## config.mk

```make
export PLATFORM = sky130hd
export DESIGN_NAME = alu_result_stage
export DESIGN_NICKNAME = d
export VERILOG_FILES = /design/src/rtl/cpu_pkg.sv /design/src/rtl/alu_flag_calc.sv /design/src/rtl/alu_result_stage.sv
export SDC_FILE = /design/constraint.sdc
export NUM_CORES = 1
export LEC_CHECK = 0
export ABC_AREA = 1
export CAP_MARGIN = 20
export CORE_UTILIZATION = 43
export DETAILED_ROUTE_END_ITERATION = 12
export GPL_TIMING_DRIVEN = 0
export PLACE_DENSITY_LB_ADDON = 0.1
export RECOVER_POWER = 50
export SLEW_MARGIN = 20
export SYNTH_ARGS = -nofsm -noshare
export SYNTH_HDL_FRONTEND = slang
export SYNTH_SLANG_ARGS = --single-unit
```

## constraint.sdc

```tcl
create_clock -name clk -period 2.68 [get_ports clk]
set_clock_uncertainty 0.15 [all_clocks]
set_input_delay 0.268 -clock clk [delete_from_list [all_inputs] [get_ports clk]]
set_output_delay 0.268 -clock clk [all_outputs]
set_load 0.01 [all_outputs]
```

## src/rtl/cpu_pkg.sv

```systemverilog
// Shared types and constants for the 8-bit CPU datapath.
package cpu_pkg;

    localparam int DATA_W = 8;

    typedef enum logic [1:0] {
        JMP_ALWAYS = 2'b00,
        JMP_C      = 2'b01,
        JMP_Z      = 2'b10,
        JMP_N      = 2'b11
    } jmp_cond_t;

    typedef struct packed {
        logic c;
        logic z;
        logic n;
        logic v;
    } flags_t;

    typedef enum logic {
        ST_IDLE = 1'b0,
        ST_HOLD = 1'b1
    } state_t;

endpackage

```

## src/rtl/alu_flag_calc.sv

```systemverilog
// Combinational reference adder/subtractor: recomputes the ALU sum and the
// carry/zero/negative/overflow flags from the same operands the ALU sees.
module alu_flag_calc
    import cpu_pkg::*;
#(
    parameter int WIDTH = DATA_W
) (
    input  logic [WIDTH-1:0] a,
    input  logic [WIDTH-1:0] b,
    input  logic             sub,
    output logic [WIDTH-1:0] ref_result,
    output flags_t           flags
);

    logic [WIDTH-1:0] b_eff;
    logic [WIDTH:0]   ref_sum;

    // Subtraction is a + ~b + 1, so carry-out of 1 means no borrow.
    always_comb begin
        b_eff      = b ^ {WIDTH{sub}};
        ref_sum    = {1'b0, a} + {1'b0, b_eff} + {{WIDTH{1'b0}}, sub};
        ref_result = ref_sum[WIDTH-1:0];
        flags.c    = ref_sum[WIDTH];
        flags.z    = (ref_sum[WIDTH-1:0] == '0);
        flags.n    = ref_sum[WIDTH-1];
        flags.v    = (a[WIDTH-1] == b_eff[WIDTH-1]) && (ref_sum[WIDTH-1] != a[WIDTH-1]);
    end

endmodule

```

## src/rtl/alu_result_stage.sv

```systemverilog
// ALU result stage: bus capture with valid/ready handshake, flag register,
// conditional-jump evaluation and a sticky cross-check against a reference sum.
module alu_result_stage
    import cpu_pkg::*;
#(
    parameter int WIDTH = DATA_W
) (
    input  logic             clk,
    input  logic             rst_n,
    input  logic [WIDTH-1:0] a,
    input  logic [WIDTH-1:0] b,
    input  logic             sub,
    input  logic [WIDTH-1:0] alu_out,
    input  logic             eo,
    output logic [WIDTH-1:0] bus_data,
    output logic             bus_valid,
    input  logic             bus_ready,
    input  logic             fi,
    output logic             flag_c,
    output logic             flag_z,
    output logic             flag_n,
    output logic             flag_v,
    input  logic             jmp_req,
    input  logic [1:0]       jmp_cond,
    output logic             jump_taken,
    output logic             mismatch
);

    state_t           state, state_next;
    logic             capture;
    logic             cond_met;
    logic [WIDTH-1:0] ref_result;
    flags_t           flags_calc;
    flags_t           flags_q;

    alu_flag_calc #(.WIDTH(WIDTH)) u_flag_calc (
        .a          (a),
        .b          (b),
        .sub        (sub),
        .ref_result (ref_result),
        .flags      (flags_calc)
    );

    always_ff @(posedge clk or negedge rst_n) begin
        if (!rst_n) state <= ST_IDLE;
        else        state <= state_next;
    end

    // While a result is held and not yet accepted, eo is ignored so bus_data stays stable.
    always_comb begin
        state_next = state;
        capture    = 1'b0;
        case (state)
            ST_IDLE: begin
                if (eo) begin
                    capture    = 1'b1;
                    state_next = ST_HOLD;
                end
            end
            ST_HOLD: begin
                if (bus_ready) begin
                    if (eo) capture = 1'b1;
                    else    state_next = ST_IDLE;
                end
            end
            default: state_next = ST_IDLE;
        endcase
    end

    always_comb begin
        cond_met = 1'b0;
        case (jmp_cond_t'(jmp_cond))
            JMP_ALWAYS: cond_met = 1'b1;
            JMP_C:      cond_met = flags_q.c;
            JMP_Z:      cond_met = flags_q.z;
            JMP_N:      cond_met = flags_q.n;
            default:    cond_met = 1'b0;
        endcase
    end

    // Jump uses flags_q before this cycle's fi update takes effect.
    always_ff @(posedge clk or negedge rst_n) begin
        if (!rst_n) begin
            bus_data   <= '0;
            flags_q    <= '0;
            jump_taken <= 1'b0;
            mismatch   <= 1'b0;
        end else begin
            if (capture) begin
                bus_data <= alu_out;
                if (alu_out != ref_result) mismatch <= 1'b1;
            end
            if (fi) flags_q <= flags_calc;
            jump_taken <= jmp_req && cond_met;
        end
    end

    assign bus_valid = (state == ST_HOLD);
    assign flag_c    = flags_q.c;
    assign flag_z    = flags_q.z;
    assign flag_n    = flags_q.n;
    assign flag_v    = flags_q.v;

endmodule
```

==> metrics.md, run 1 <==
| Metric | Value |
|---|---|
| CP max stage delay | 0.51 ns |
| Final ANT Viol Nets | 0 |
| Post-synthesis simple-gate area fraction | 39.28% |
| HP Class | primary input to asynchronous set/reset pin |
| Post-Synth XOR/XNOR Area | 6.500% |
| Layout area overhead | 39.00% |
| First-pass GRT wire length | 4864 µm |
| Vias in the first global route | 1236 |
| Final Util | 65.66% |
| # Post-CTS Setup Buffers | 0 |
| Int Pwr | 0.5058 mW |
| Nets | 274 |
| Vias per cell | 5.004 |
| CTS sink count | 15 |
| Leakage power | 0.9463 nW |
| Skew-Pair Late Insertion Delay | 0.27 ns |
| WP data required | 2.70 ns |
| Die Wd | 57.98 µm |
| NetSw | 0.2983 mW |
| Drc violations | 6 |
| DR vias | 1316 |
| Most frequent cells in the layout | 45 x nand2_1, 43 x clkdlybuf4s50_1, 25 x inv_1 |
| Row Count | 19 |
| Worst setup margin | 0.4352 ns |
| Layout cells sized above 1 | 15.95% |
| Crit path DAT | 2.26 ns |
| Design Power | 0.8042 mW |
| Final setup violation count | 0 |
| Resized Gates After CTS | 0 |
| Worst slew pin tran | 0.6595 ns |
| Worst-path clk slew | 0.08 ns |
| Post-synthesis async set-or-reset flop share | 100.0% |
| Adder-Cell Fraction of Synth Area | 7.985% |
| DRT iter0 DRCs | 49 |
| Initial Util | 47.24% |
| PortBufs | 46 |
| HPWL after DPL | 2448 µm |
| Switching part of the total | 37.10% |
| Worst setup SP type | primary input |
| Syn Inst Count | 182 |
| Die Area | 0.003362 mm² |
| CP Class | primary input to flip-flop |
| Fmax achieved | 445.5 MHz |
| Largest net degree at the start of global routing | 16 |
| Setup TNS | 0 ns |
| Detailed-router iteration count before antenna repair | 8 |
| Root buf cell | clkbuf_4 |
| CP Capture Type | flip-flop |
| Clock buffer depth | 2 |
| Sequential power share | 33.4% |
| Place WS | 0.1380 ns |
| Violated checks | design-rule violations |
| Final instance area | 0.001873 mm² |
| Ports | 48 |
| Routed wire length | 2801 µm |
| Initial antenna violation count | 0 |
| H-tree depth | 1 |
| Fillers | 255 |
| Yosys Warn Count | 0 |
| Grt ovf | 0 |
| RSZ-0062 raised after global routing | false |
| Max Transition Viols Final | 0 |
| Synth Cell Area | 0.001348 mm² |
| Routability Congestion | 0.8183 |
| DIE HEIGHT | 57.98 µm |
| Slowest library cell on the worst path | clkdlybuf4s50_1 |
| Hold-fix buffers, CTS | 0 |
| Ant diodes | 0 |
| DP Area | 0.001847 mm² |
| Syn_nets | 223 |
| Commonest non-fill, non-tap cell in the layout | nand2_1 |
| Worst slew margin | 55.89% |
| VDD IR max | 0.2114 mV |
| CP cell instances | clkdlybuf4s50_1 > inv_2 > nand2_4 > nand2_4 > fa_1 > nand3_2 > nand3_2 > nand2_2 > nand2_4 > inv_2 > nand2_1 > nand3_2 > nand2_2 > nor2_2 > nand2_1 > nand2_1 > nand2_1 |
| Synthesis-stage register bit count | 15 |
| Finished Layout Cells | 263 |
| Core Region | 0.002853 mm² |
| Outcome | finished with violations |
| Post-synth EDFFs | 0 |
| Synth cell types | 28 |
| Share of the clock period used by the worst path | 83.76% |
| Most used cell, CP | nand2_1 |
| PwrDens | 429.3 mW/mm² |
| Ys flop type | dfrtp_1 |
| CTS buffer count | 3 |
| Mux cell area share after synthesis | 0% |
| Syn Area/Cell | 7.404 µm² |
| Fin crit period | 2.245 ns |
| GRT Total Usage | 18.31% |
| Compound-Gate Fraction of Synth Area | 8.914% |
| TritonCTS clock tree | built |
| Final Hold Viols | 0 |
| Largest family of logic cells by synthesized area | simple AND/OR/NAND/NOR gates |
| Maximum capacitance violations | 0 |
| CP max FO | 3 |
| Clock share of power | 15.3% |
| Combinational power share | 51.2% |
| Sequential area share after synthesis | 27.86% |
| Fin Hold WS | 0.3113 ns |
| Placed cells | 259 |
| WL/cell | 10.65 µm |
[cell usage after synthesis (2+ instances only)]
library cell | count | area, µm²
a21oi_1 | 4 | 20.02
dfrtp_1 | 15 | 375.4
ha_1 | 7 | 87.58
inv_1 | 25 | 93.84
inv_2 | 4 | 15.01
nand2_1 | 45 | 168.9
nand2_2 | 8 | 50.05
nand2_4 | 7 | 78.83
nand3_1 | 15 | 75.07
nand3_2 | 7 | 70.07
nand4_1 | 3 | 18.77
nor2_1 | 7 | 26.28
nor2_2 | 3 | 18.77
nor2_4 | 2 | 22.52
o21ai_0 | 8 | 40.04
o31ai_1 | 2 | 15.01
xnor2_1 | 2 | 17.52
xor2_1 | 8 | 70.07
[cells by family (layout without fill, tap and decap cells)]
family	count (synthesis)	count (layout)
adders and majority gates	8	8
buffers and inverters	32	82
xor gates and xnor gates	10	10
DFF	15	15
AOI/OAI and AO/OA	20	20
and+or+nand+nor	97	97
[area by class of cell]
| cell class | instances | area, µm² | share of cell area (%) |
|---|---|---|---|
| plain buffers | 2 | 15.01 | 0.8016 |
| inverters | 30 | 112.6 | 6.012 |
| well taps | 31 | 38.79 | 2.071 |
| multi-input cells | 135 | 844.6 | 45.09 |
| clock buffers | 4 | 26.28 | 1.403 |
| flip-flops and latches | 15 | 375.4 | 20.04 |
| repair buffers | 46 | 460.4 | 24.58 |
[flip-flops by register name, indices dropped and copies added (netlist names)]
signal      flops
bus_valid       1
flag_z          1
jump_taken      1
flag_n          1
flag_v          1
mismatch        1
flag_c          1
bus_data        8
[routing by layer]
layer / vias up / wire, µm / GRT usage, % / part of all wire (%)
met5: - / 0 / 0 / 0
met4: 0 / 0 / 6.122 / 0
met3: 0 / 146 / 1.786 / 5.2
met2: 34 / 1379 / 34.65 / 49
met1: 600 / 1276 / 21.38 / 46
li1: 682 / - / - / -
[worst max-delay path: cells and delay by family]
| kind | cells | cell delay [ns] |
|---|---|---|
| simple gates | 13 | 0.93 |
| fa+ha+maj | 1 | 0.42 |
| buf+inv | 3 | 0.63 |
[power groups by stage]
| stage | clock, mW | combinational [mW] | sequential [mW] |
|---|---|---|---|
| 6_report | 0.123 | 0.412 | 0.269 |
| 5_1_grt | 0.141 | 0.458 | 0.272 |
| 4_1_cts | 0.126 | 0.415 | 0.269 |
| 3_5_place_dp | 0 | 0.414 | 0.274 |
| 3_3_place_gp | 0 | 0.402 | 0.272 |
| 2_1_floorplan | 0 | 0.249 | 0.285 |
[final timing paths]
check / startpoint / endpoint / slack [ns] / depth (start not counted)
max: b[0] / mismatch / 0.44 / 17
min: rst_n / bus_data[2] / 0.31 / 1
max reg2reg: bus_valid / bus_data[3] / 1.39 / 4
min reg2reg: mismatch / mismatch / 0.33 / 2
max in group asynchronous: rst_n / bus_data[6] / 1.65 / 1
min in group clk: mismatch / mismatch / 0.33 / 2
Power figures use the tool's default switching activity.
==> run 2, diff against run 1 <==
--- a/config.mk
+++ b/config.mk
@@ -7,7 +7,7 @@
 export LEC_CHECK = 0
 export ABC_AREA = 1
 export CAP_MARGIN = 20
-export CORE_UTILIZATION = 43
+export CORE_UTILIZATION = 41
 export DETAILED_ROUTE_END_ITERATION = 12
 export GPL_TIMING_DRIVEN = 0
 export PLACE_DENSITY_LB_ADDON = 0.1
==> constraint.sdc (replaced) <==
create_clock -name clk -period 1.9 [get_ports clk]
set_clock_uncertainty 0.15 [all_clocks]
set_input_delay 0.19 -clock clk [delete_from_list [all_inputs] [get_ports clk]]
set_output_delay 0.19 -clock clk [all_outputs]
set_load 0.01 [all_outputs]
==> run 2 against run 1 <==
  * The flow now finishes without violations
  * Die area increased by 4.7%
  * Non-clock buffer count increased by 10
  * Worst hold slack got worse by 0.090 ns
  * Count of clock-buffer cells in the layout decreased by 1
  * Global-route usage increased by 0.74 points
  * Critical path depth decreased by 4
  * Setup slack got worse by 0.37 ns
  * Sequential power increased by 41%
  * Clock power increased by 42%
  * Final cell count increased by 8.7%
  * Core utilization increased by 3.3 points
  * Cell area increased by 13%
  * Largest cell class unchanged
  * Largest power group unchanged
==> metrics.md, run 2 (synthesized netlist as in run 1, its figures left out) <==
| Metric | Value |
|---|---|
| CTS buffer count | 3 |
| Vias per cell | 4.853 |
| Detailed-router iteration count before antenna repair | 4 |
| CP cell instances | dlygate4sd2_1 > xor2_2 > ha_4 > a21oi_4 > nor2_4 > nor2_4 > nand3_4 > nand3_2 > nand2_1 > nor2_2 > nand2_1 > nand2_1 > nand2_1 |
| First-pass GRT wire length | 5195 µm |
| Most frequent cells in the layout | 41 x nand2_1, 32 x clkdlybuf4s50_1, 25 x inv_1 |
| CP max FO | 4 |
| Placed cells | 272 |
| Vias in the first global route | 1294 |
| Delay-heaviest family, CP | simple AND/OR/NAND/NOR gates |
| Die Wd | 59.33 µm |
| CP Class | primary input to flip-flop |
| Combinational power share | 56.4% |
| Die Area | 0.003520 mm² |
| PortBufs | 46 |
| NetSw | 0.4841 mW |
| CTS sink count | 15 |
| Switching part of the total | 38.13% |
| Skew-Pair Late Insertion Delay | 0.28 ns |
| Root buf cell | clkbuf_4 |
| Fillers | 262 |
| CP Capture Type | flip-flop |
| Final instance area | 0.002123 mm² |
| H-tree depth | 1 |
| CP max stage delay | 0.28 ns |
| DR vias | 1388 |
| Drc violations | 0 |
| Initial antenna violation count | 0 |
| Crit path DAT | 1.86 ns |
| Nets | 284 |
| PwrDens | 598.0 mW/mm² |
| HPWL after DPL | 2407 µm |
| Maximum capacitance violations | 0 |
| Routed wire length | 3237 µm |
| Worst-path clk slew | 0.09 ns |
| WL/cell | 11.32 µm |
| Final Hold Viols | 0 |
| DRT iter0 DRCs | 39 |
| Layout cells sized above 1 | 28.10% |
| Core Region | 0.003078 mm² |
| Sequential power share | 29.9% |
| DIE HEIGHT | 59.33 µm |
| GRT Total Usage | 19.04% |
| Initial Util | 43.78% |
| Leakage power | 1.061 nW |
| Worst slew margin | 56.66% |
| Fin crit period | 1.839 ns |
| Ant diodes | 0 |
| Grt ovf | 0 |
| Worst slew pin tran | 0.6480 ns |
| Finished Layout Cells | 286 |
| Max FFs per register | 8 |
| TritonCTS clock tree | built |
| Most used cell, CP | nand2_1 |
| Worst setup SP type | primary input |
| Clock share of power | 13.8% |
| Hold-fix buffers, CTS | 0 |
| Largest net degree at the start of global routing | 16 |
| Largest reg by FF count | bus_data |
| VDD IR max | 0.2861 mV |
| Slowest library cell on the worst path | ha_4 |
| Share of the clock period used by the worst path | 96.81% |
| Max Transition Viols Final | 0 |
| Routability Congestion | 0.7883 |
| Commonest non-fill, non-tap cell in the layout | nand2_1 |
| Final setup violation count | 0 |
| Int Pwr | 0.7856 mW |
| Fmax achieved | 543.6 MHz |
| WP data required | 1.92 ns |
| Layout area overhead | 57.57% |
| Clock buffer depth | 2 |
| DP Area | 0.001878 mm² |
| HP Class | primary input to asynchronous set/reset pin |
| Final ANT Viol Nets | 0 |
| Ports | 48 |
| CP bufs+invs | 1 |
| Row Count | 20 |
| Outcome | finished clean |
-- run 2: timing repair --
item / CTS / global route
pin swaps: 22 / 21
setup endpoints to repair: 4 / 1
gates resized for setup: 23 / 19
buffers inserted: 7 / 3
-- run 2: worst reg2reg max path: stages, from the launching register on --
cell	delay, ns
dfrtp_1	0.35
nand2_1	0.07
nand2_1	0.16
clkbuf_1	0.32
o21ai_0	0.13
-- run 2: layout make-up --
type | instances | area (µm²) | share of cell area, %
Inverter | 30 | 116.4 | 5.480
Timing Repair Buffer | 56 | 525.5 | 24.75
Sequential cell | 15 | 375.4 | 17.68
Multi-Input combinational cell | 135 | 1008 | 47.50
Clock buffer | 3 | 22.52 | 1.061
Tap cell | 44 | 55.05 | 2.593
Clock inverter | 1 | 5.005 | 0.2357
Buffer | 2 | 15.01 | 0.7071
-- run 2: metrics by stage --
step	hold WS (ns)	util [%]	worst slack (ns)	total power [mW]	setup TNS (ns)
after floorplan	-0.2556	-	0.0004526	0.7578	0
after global placement	0.2971	61.02	-0.4597	0.9570	-1.581
after detailed placement	0.3257	61.02	-0.5009	0.9745	-1.792
after CTS	0.1699	65.77	0.009937	1.213	0
after global routing	0.2652	68.98	-0.001985	1.362	-0.001985
final	0.2214	68.98	0.06054	1.270	0
-- run 2: metal layers --
metal	track usage (%)	share of wire (%)	vias to the layer above
met5	0	0	-
met4	6.803	1.6	0
met3	1.528	4.8	7
met2	36.12	50	44
met1	22.01	43	641
li1	-	-	696
-- run 2: path summary, 6_finish.rpt --
path / slack, ns / startpoint / end / cells after the start
max: 0.06 / b[4] / mismatch / 13
min: 0.22 / rst_n / bus_data[4] / 1
max reg2reg: 0.60 / bus_valid / bus_data[5] / 4
min reg2reg: 0.33 / mismatch / mismatch / 2
max in group asynchronous: 0.96 / rst_n / bus_data[3] / 1
min in group clk: 0.29 / jmp_req / jump_taken / 3
-- run 2: power groups by stage --
stage | Clock, mW | Combinational, mW | Sequential, mW
after floorplan | 0 | 0.355 | 0.403
after detailed placement | 0 | 0.588 | 0.386
after global placement | 0 | 0.573 | 0.384
after global routing | 0.196 | 0.781 | 0.384
after CTS | 0.183 | 0.650 | 0.380
final | 0.175 | 0.716 | 0.379
